`src/rtl/matrix_pkg.sv`:
```
// Shared constants and types for the 2x2 matrix operand path.
package matrix_pkg;
   localparam int unsigned ELEM_W  = 4;
   localparam int unsigned N_ELEMS = 8;
   localparam int unsigned CNT_W   = $clog2(N_ELEMS);

   // Row-major element positions, A before B
   localparam int unsigned IDX_A00 = 0;
   localparam int unsigned IDX_A01 = 1;
   localparam int unsigned IDX_A10 = 2;
   localparam int unsigned IDX_A11 = 3;
   localparam int unsigned IDX_B00 = 4;
   localparam int unsigned IDX_B01 = 5;
   localparam int unsigned IDX_B10 = 6;
   localparam int unsigned IDX_B11 = 7;

   typedef enum logic {LOAD, PRESENT} ld_state_e;
endpackage

```
`src/rtl/matrix_elem_bank.sv`:
```
// 8-entry element register file: indexed single-element write, whole-bank load, flat read.
module matrix_elem_bank
   import matrix_pkg::*;
#(
   parameter int unsigned DW = ELEM_W
) (
   input  logic                    clk,
   input  logic                    rst,
   input  logic                    we,
   input  logic [CNT_W-1:0]        widx,
   input  logic [DW-1:0]           wdata,
   input  logic                    ld,
   input  logic [N_ELEMS*DW-1:0]   ldata,
   output logic [N_ELEMS*DW-1:0]   rdata
);
   logic [N_ELEMS-1:0][DW-1:0] mem;

   // Whole-bank load takes priority over a single-element write
   always_ff @(posedge clk) begin
      if (rst) begin
         mem <= '0;
      end else if (ld) begin
         mem <= ldata;
      end else if (we) begin
         mem[widx] <= wdata;
      end
   end

   assign rdata = mem;
endmodule

```
`src/rtl/matrix_operand_loader.sv`:
```
// Collects a row-major A/B element stream and presents it as a registered 2x2 operand set.
// Define MATRIX_OPERAND_LOADER_DBUF_EN to add a load bank so loading overlaps presentation.
module matrix_operand_loader
   import matrix_pkg::*;
#(
   parameter int unsigned DW = ELEM_W
) (
   input  logic          clk,
   input  logic          rst,
   input  logic [DW-1:0] in_data,
   input  logic          in_valid,
   input  logic          in_sof,
   output logic          in_ready,
   output logic [DW-1:0] A00,
   output logic [DW-1:0] A01,
   output logic [DW-1:0] A10,
   output logic [DW-1:0] A11,
   output logic [DW-1:0] B00,
   output logic [DW-1:0] B01,
   output logic [DW-1:0] B10,
   output logic [DW-1:0] B11,
   output logic          out_valid,
   input  logic          out_ready,
   output logic          frame_err
);
   localparam int unsigned BUS_W = N_ELEMS * DW;

   ld_state_e        state, state_n;
   logic [CNT_W-1:0] cnt, cnt_n, widx;
   logic             we, done, err_n;
   logic [BUS_W-1:0] ops;

   // Classify an accepted beat against the frame counter
   always_comb begin
      cnt_n = cnt;
      widx  = cnt;
      we    = 1'b0;
      done  = 1'b0;
      err_n = 1'b0;
      if (in_valid && in_ready) begin
         if (in_sof) begin
            we    = 1'b1;
            widx  = CNT_W'(IDX_A00);
            cnt_n = CNT_W'(1);
            err_n = (cnt != '0);
         end else if (cnt == '0) begin
            err_n = 1'b1;
         end else begin
            we    = 1'b1;
            cnt_n = CNT_W'(cnt + 1'b1);
            done  = (cnt == CNT_W'(IDX_B11));
         end
      end
   end

`ifdef MATRIX_OPERAND_LOADER_DBUF_EN
   logic             lfull, lfull_n, xfer;
   logic [BUS_W-1:0] lbank;

   // Present-bank FSM; a full load bank moves over when the output side frees up
   always_comb begin
      state_n = state;
      lfull_n = lfull;
      xfer    = lfull && ((state == LOAD) || out_ready);
      case (state)
         LOAD:    if (xfer) state_n = PRESENT;
         PRESENT: if (out_ready && !lfull) state_n = LOAD;
         default: state_n = LOAD;
      endcase
      if (xfer) lfull_n = 1'b0;
      if (done) lfull_n = 1'b1;
   end

   always_ff @(posedge clk) begin
      if (rst) lfull <= 1'b0;
      else     lfull <= lfull_n;
   end

   assign in_ready = !(lfull && (state == PRESENT));

   matrix_elem_bank #(.DW(DW)) u_load_bank (
      .clk(clk), .rst(rst), .we(we), .widx(widx), .wdata(in_data),
      .ld(1'b0), .ldata('0), .rdata(lbank)
   );

   matrix_elem_bank #(.DW(DW)) u_pres_bank (
      .clk(clk), .rst(rst), .we(1'b0), .widx('0), .wdata('0),
      .ld(xfer), .ldata(lbank), .rdata(ops)
   );
`else
   // Single bank: load fills the outputs in place, then holds them until taken
   always_comb begin
      state_n = state;
      case (state)
         LOAD:    if (done) state_n = PRESENT;
         PRESENT: if (out_ready) state_n = LOAD;
         default: state_n = LOAD;
      endcase
   end

   assign in_ready = (state == LOAD);

   matrix_elem_bank #(.DW(DW)) u_bank (
      .clk(clk), .rst(rst), .we(we), .widx(widx), .wdata(in_data),
      .ld(1'b0), .ldata('0), .rdata(ops)
   );
`endif

   always_ff @(posedge clk) begin
      if (rst) begin
         state     <= LOAD;
         cnt       <= '0;
         frame_err <= 1'b0;
      end else begin
         state     <= state_n;
         cnt       <= cnt_n;
         frame_err <= err_n;
      end
   end

   assign out_valid = (state == PRESENT);

   assign A00 = ops[IDX_A00*DW +: DW];
   assign A01 = ops[IDX_A01*DW +: DW];
   assign A10 = ops[IDX_A10*DW +: DW];
   assign A11 = ops[IDX_A11*DW +: DW];
   assign B00 = ops[IDX_B00*DW +: DW];
   assign B01 = ops[IDX_B01*DW +: DW];
   assign B10 = ops[IDX_B10*DW +: DW];
   assign B11 = ops[IDX_B11*DW +: DW];
endmodule

```
`config.mk`:
```
export PLATFORM = sky130hd
export DESIGN_NAME = matrix_operand_loader
export DESIGN_NICKNAME = d
export VERILOG_FILES = /design/src/rtl/matrix_pkg.sv /design/src/rtl/matrix_elem_bank.sv /design/src/rtl/matrix_operand_loader.sv
export SDC_FILE = /design/constraint.sdc
export NUM_CORES = 1
export LEC_CHECK = 0
export BUFFER_PORTS_ARGS = -buffer_cell sky130_fd_sc_hd__buf_2
export CAP_MARGIN = 20
export CORE_MARGIN = 10
export CORE_UTILIZATION = 48
export DETAILED_ROUTE_END_ITERATION = 10
export PLACE_DENSITY_LB_ADDON = 0.05
export SYNTH_ARGS = -nofsm -noshare
export SYNTH_HDL_FRONTEND = slang
export SYNTH_HIERARCHICAL = 1
export SYNTH_SLANG_ARGS = --single-unit
export TNS_END_PERCENT = 100
```
`constraint.sdc`:
```
create_clock -name clk -period 2.2 [get_ports clk]
set_clock_uncertainty 0.05 [all_clocks]
set_input_delay 0.33 -clock clk [delete_from_list [all_inputs] [get_ports clk]]
set_output_delay 0.33 -clock clk [all_outputs]
set_load 0.01 [all_outputs]
```
==> flow_metrics.tcl <==
set metrics [dict create \
    status "complete, no violations" \
    post-route-period-util 0.9573 \
    path_class "flip-flop to flip-flop" \
    vias 1708 \
    grt_pass1_vias 1712 \
    reg2reg_to "u_bank/rdata[10]$_SDFFE_PP0P_" \
    rr_startpoint "cnt[0]$_SDFFE_PP0P_" \
    grt_util_all_layers 0.1487 \
    hold_buffers 0 \
    critPathCaptureType "flip-flop" \
    tightest_slew_ns 0.6813 \
    hold_class "input port to flip-flop" \
    placed_cell_area_um2 2322 \
    p_per_area_nw_per_um2 659.4 \
    max_cap_viol_count 0 \
    grt_setup_unrepaired "false" \
    ioPinCount 44 \
    final_layout_size_suffix_gt1_frac 0.2960 \
    cts_buffers 5 \
    clockRootBuffer "clkbuf_8" \
    dieArea_um2 6917 \
    nNetsFinal 289 \
    hold_path_depth 3 \
    design.core.area_um2 3771 \
    cp_slowest_cell "dfxtp_2" \
    syn_to_final_growth_pct 31.68 \
    die_y_um 83.17 \
    synth_warnings 6 \
    crit_chain "inv_1, ha_1, nor2b_4, ha_4, nor3b_4, buf_4, and2b_4, nand2b_4, o221a_1" \
    syn_area_per_cell_um2 9.824 \
    num_rows 22 \
    min_from "out_ready" \
    synth_seq_cells 37 \
    required_ns 2.33 \
    register_area_um2 743.2 \
    whs_ns 0.2461 \
    viasPerCell 5.255 \
    initial_core_util 0.5080 \
    ys.flop_type "dfxtp_1" \
    die_w_um 83.17 \
    crit_arrival_ns 2.24 \
    cts_max_level 2 \
    cts_max_path_buffers 2 \
    final_area_um2 2522 \
    r2r_cells 9 \
    timing.fmax_ghz 0.4748 \
    final_cell_mix "43 x buf_2, 35 x dfxtp_1, 33 x conb_1" \
    multi_input_area_um2 1250 \
    clk_pin_slew_ns 0.08 \
    total_power_w 0.001663 \
    slew_violations 0 \
    async_reset_ff_frac 0 \
    min_period_ns 2.106 \
    reg2reg_setup_slack_ns 0.09 \
    final_antenna_net_count 0 \
    maxSlewHeadroom 0.5453 \
    wl_per_cell_um 15.78 \
    syn_inst 195 \
    drc_errors 0 \
    synth_edf_count 0 \
    finalSetupViolations 0 \
    ys_seq_area_frac 0.3867 \
    nFillCells 310 \
    synthesis.area_um2 1916 \
    hpwlAfterDp_um 3657 \
    tritoncts "built" \
    antenna_found_initial 0 \
    clk-insertion-delay-late_ns 0.29 \
    synth_cell_types 46 \
    startpoint "cnt[0]$_SDFFE_PP0P_" \
    drtIter0Drc 132 \
    grt_pass1_wl_um 8687 \
    layout_commonest_cell "buf_2" \
    worstPathMaxFanout 7 \
    hold_viol_final 0 \
    dr.pass1.iters 4 \
    cts.sinks 37 \
    routabilityCongestion 0.8202 \
    grt_max_degree 30 \
    drt_wl_total_um 5128 \
    hold_end "out_valid$_SDFF_PP0_" \
    antenna_cells 0 \
    ir_drop_uv 473.7 \
    cpPeakStageDelay_ns 0.33 \
    worstSetupStartpointType "flip-flop" \
    numPortBuffers 43 \
    p_leak_nw 1.106 \
    overflow 0 \
]
through the flow:
step                      cells  setup slack, ns    TNS [ns]    util
after floorplan             227          0.04370           0       -
final                       325          0.09388           0  0.6689
after global placement      315          0.07612           0  0.6158
after global routing        325          0.01107           0  0.6689
after CTS                   325       -0.0009570  -0.0009570  0.6526
after detailed placement    315        -0.005920   -0.005920  0.6158
registers in the layout, summed over array words and instances, names as in the netlist:
name,cells
out_valid,1
u_bank/rdata,32
cnt,3
frame_err,1
where the power goes:
part | total, W | internal (W) | leakage [nW] | switching (W)
clock network | 0.000613 | 0.000340 | 0.0543 | 0.000274
logic | 0.000309 | 0.000141 | 0.743 | 0.000168
registers | 0.000741 | 0.000717 | 0.308 | 0.0000236
area by class of cell:
type	count	area share
clock buffer	5	0.02728
tap	48	0.02381
inverter	15	0.02232
timing repair buffer	54	0.1181
clock inverter	3	0.01835
multi-input combinational	163	0.4955
sequential	37	0.2946
cells by family after synthesis:
kind of cell,after synthesis,share of synthesized area
AO/OA/AOI/OAI,70,0.3318
multiplexers,2,0.01045
buffers and inverters,27,0.05879
AND/OR/NAND/NOR,54,0.1842
other,1,0.001958
adder cells (fa/ha/maj),4,0.02613
flip-flops,37,0.3867
synthesized netlist by cell type (2+ instances only):
cell type	count	area, um^2
o2111a_1	4	45.04
nand3_1	2	10.01
inv_1	14	52.55
nor2_1	9	33.78
a21o_1	2	15.01
dfxtp_1	37	740.7
a221oi_1	4	35.03
or3b_1	3	26.28
a311oi_1	3	26.28
a211o_1	3	26.28
clkbuf_1	5	18.77
nand2b_1	14	87.58
o21a_1	19	142.6
nor3_1	3	15.01
nand2_1	6	22.52
o221a_1	18	202.7
buf_2	6	30.03
or2_1	3	18.77
nand3b_1	3	22.52
a21oi_1	6	30.03
ha_1	4	50.05
mux2i_1	2	20.02
nor4b_1	2	17.52
routing by layer:
layer  up-vias  share of wire  global-route usage
met3         4          0.056             0.05176
met2        37           0.46              0.2270
met1       800           0.48              0.1899
met4         0         0.0086             0.04769
met5         -              0                   0
li1        867              -                   -
how the worst max path moves through the flow:
stage                                          endpoint  slack (ns)  cells past startpoint
after global routing       u_bank/rdata[2]$_SDFFE_PP0P_        0.01                      9
after CTS                 u_bank/rdata[10]$_SDFFE_PP0P_      -0.001                      9
after detailed placement  u_bank/rdata[18]$_SDFFE_PP0P_      -0.006                      8
after floorplan           u_bank/rdata[27]$_SDFFE_PP0P_        0.04                      8
final                     u_bank/rdata[10]$_SDFFE_PP0P_        0.09                      9
after global placement    u_bank/rdata[12]$_SDFFE_PP0P_        0.08                      8
worst max-delay path, delay by kind of cell (launching register included):
kind	cells	cell delay [ns]
buffers and inverters	2	0.21
and+or+nand+nor	4	0.76
DFF	1	0.33
AOI/OAI and AO/OA	1	0.27
adders and majority gates	2	0.36
timing repair:
action	CTS	global route
buffers inserted	2	0
pin swaps	1	3
resized for setup	1	11
endpoints found under the setup margin	1	31
No activity file was read; power rests on OpenSTA's default activity.
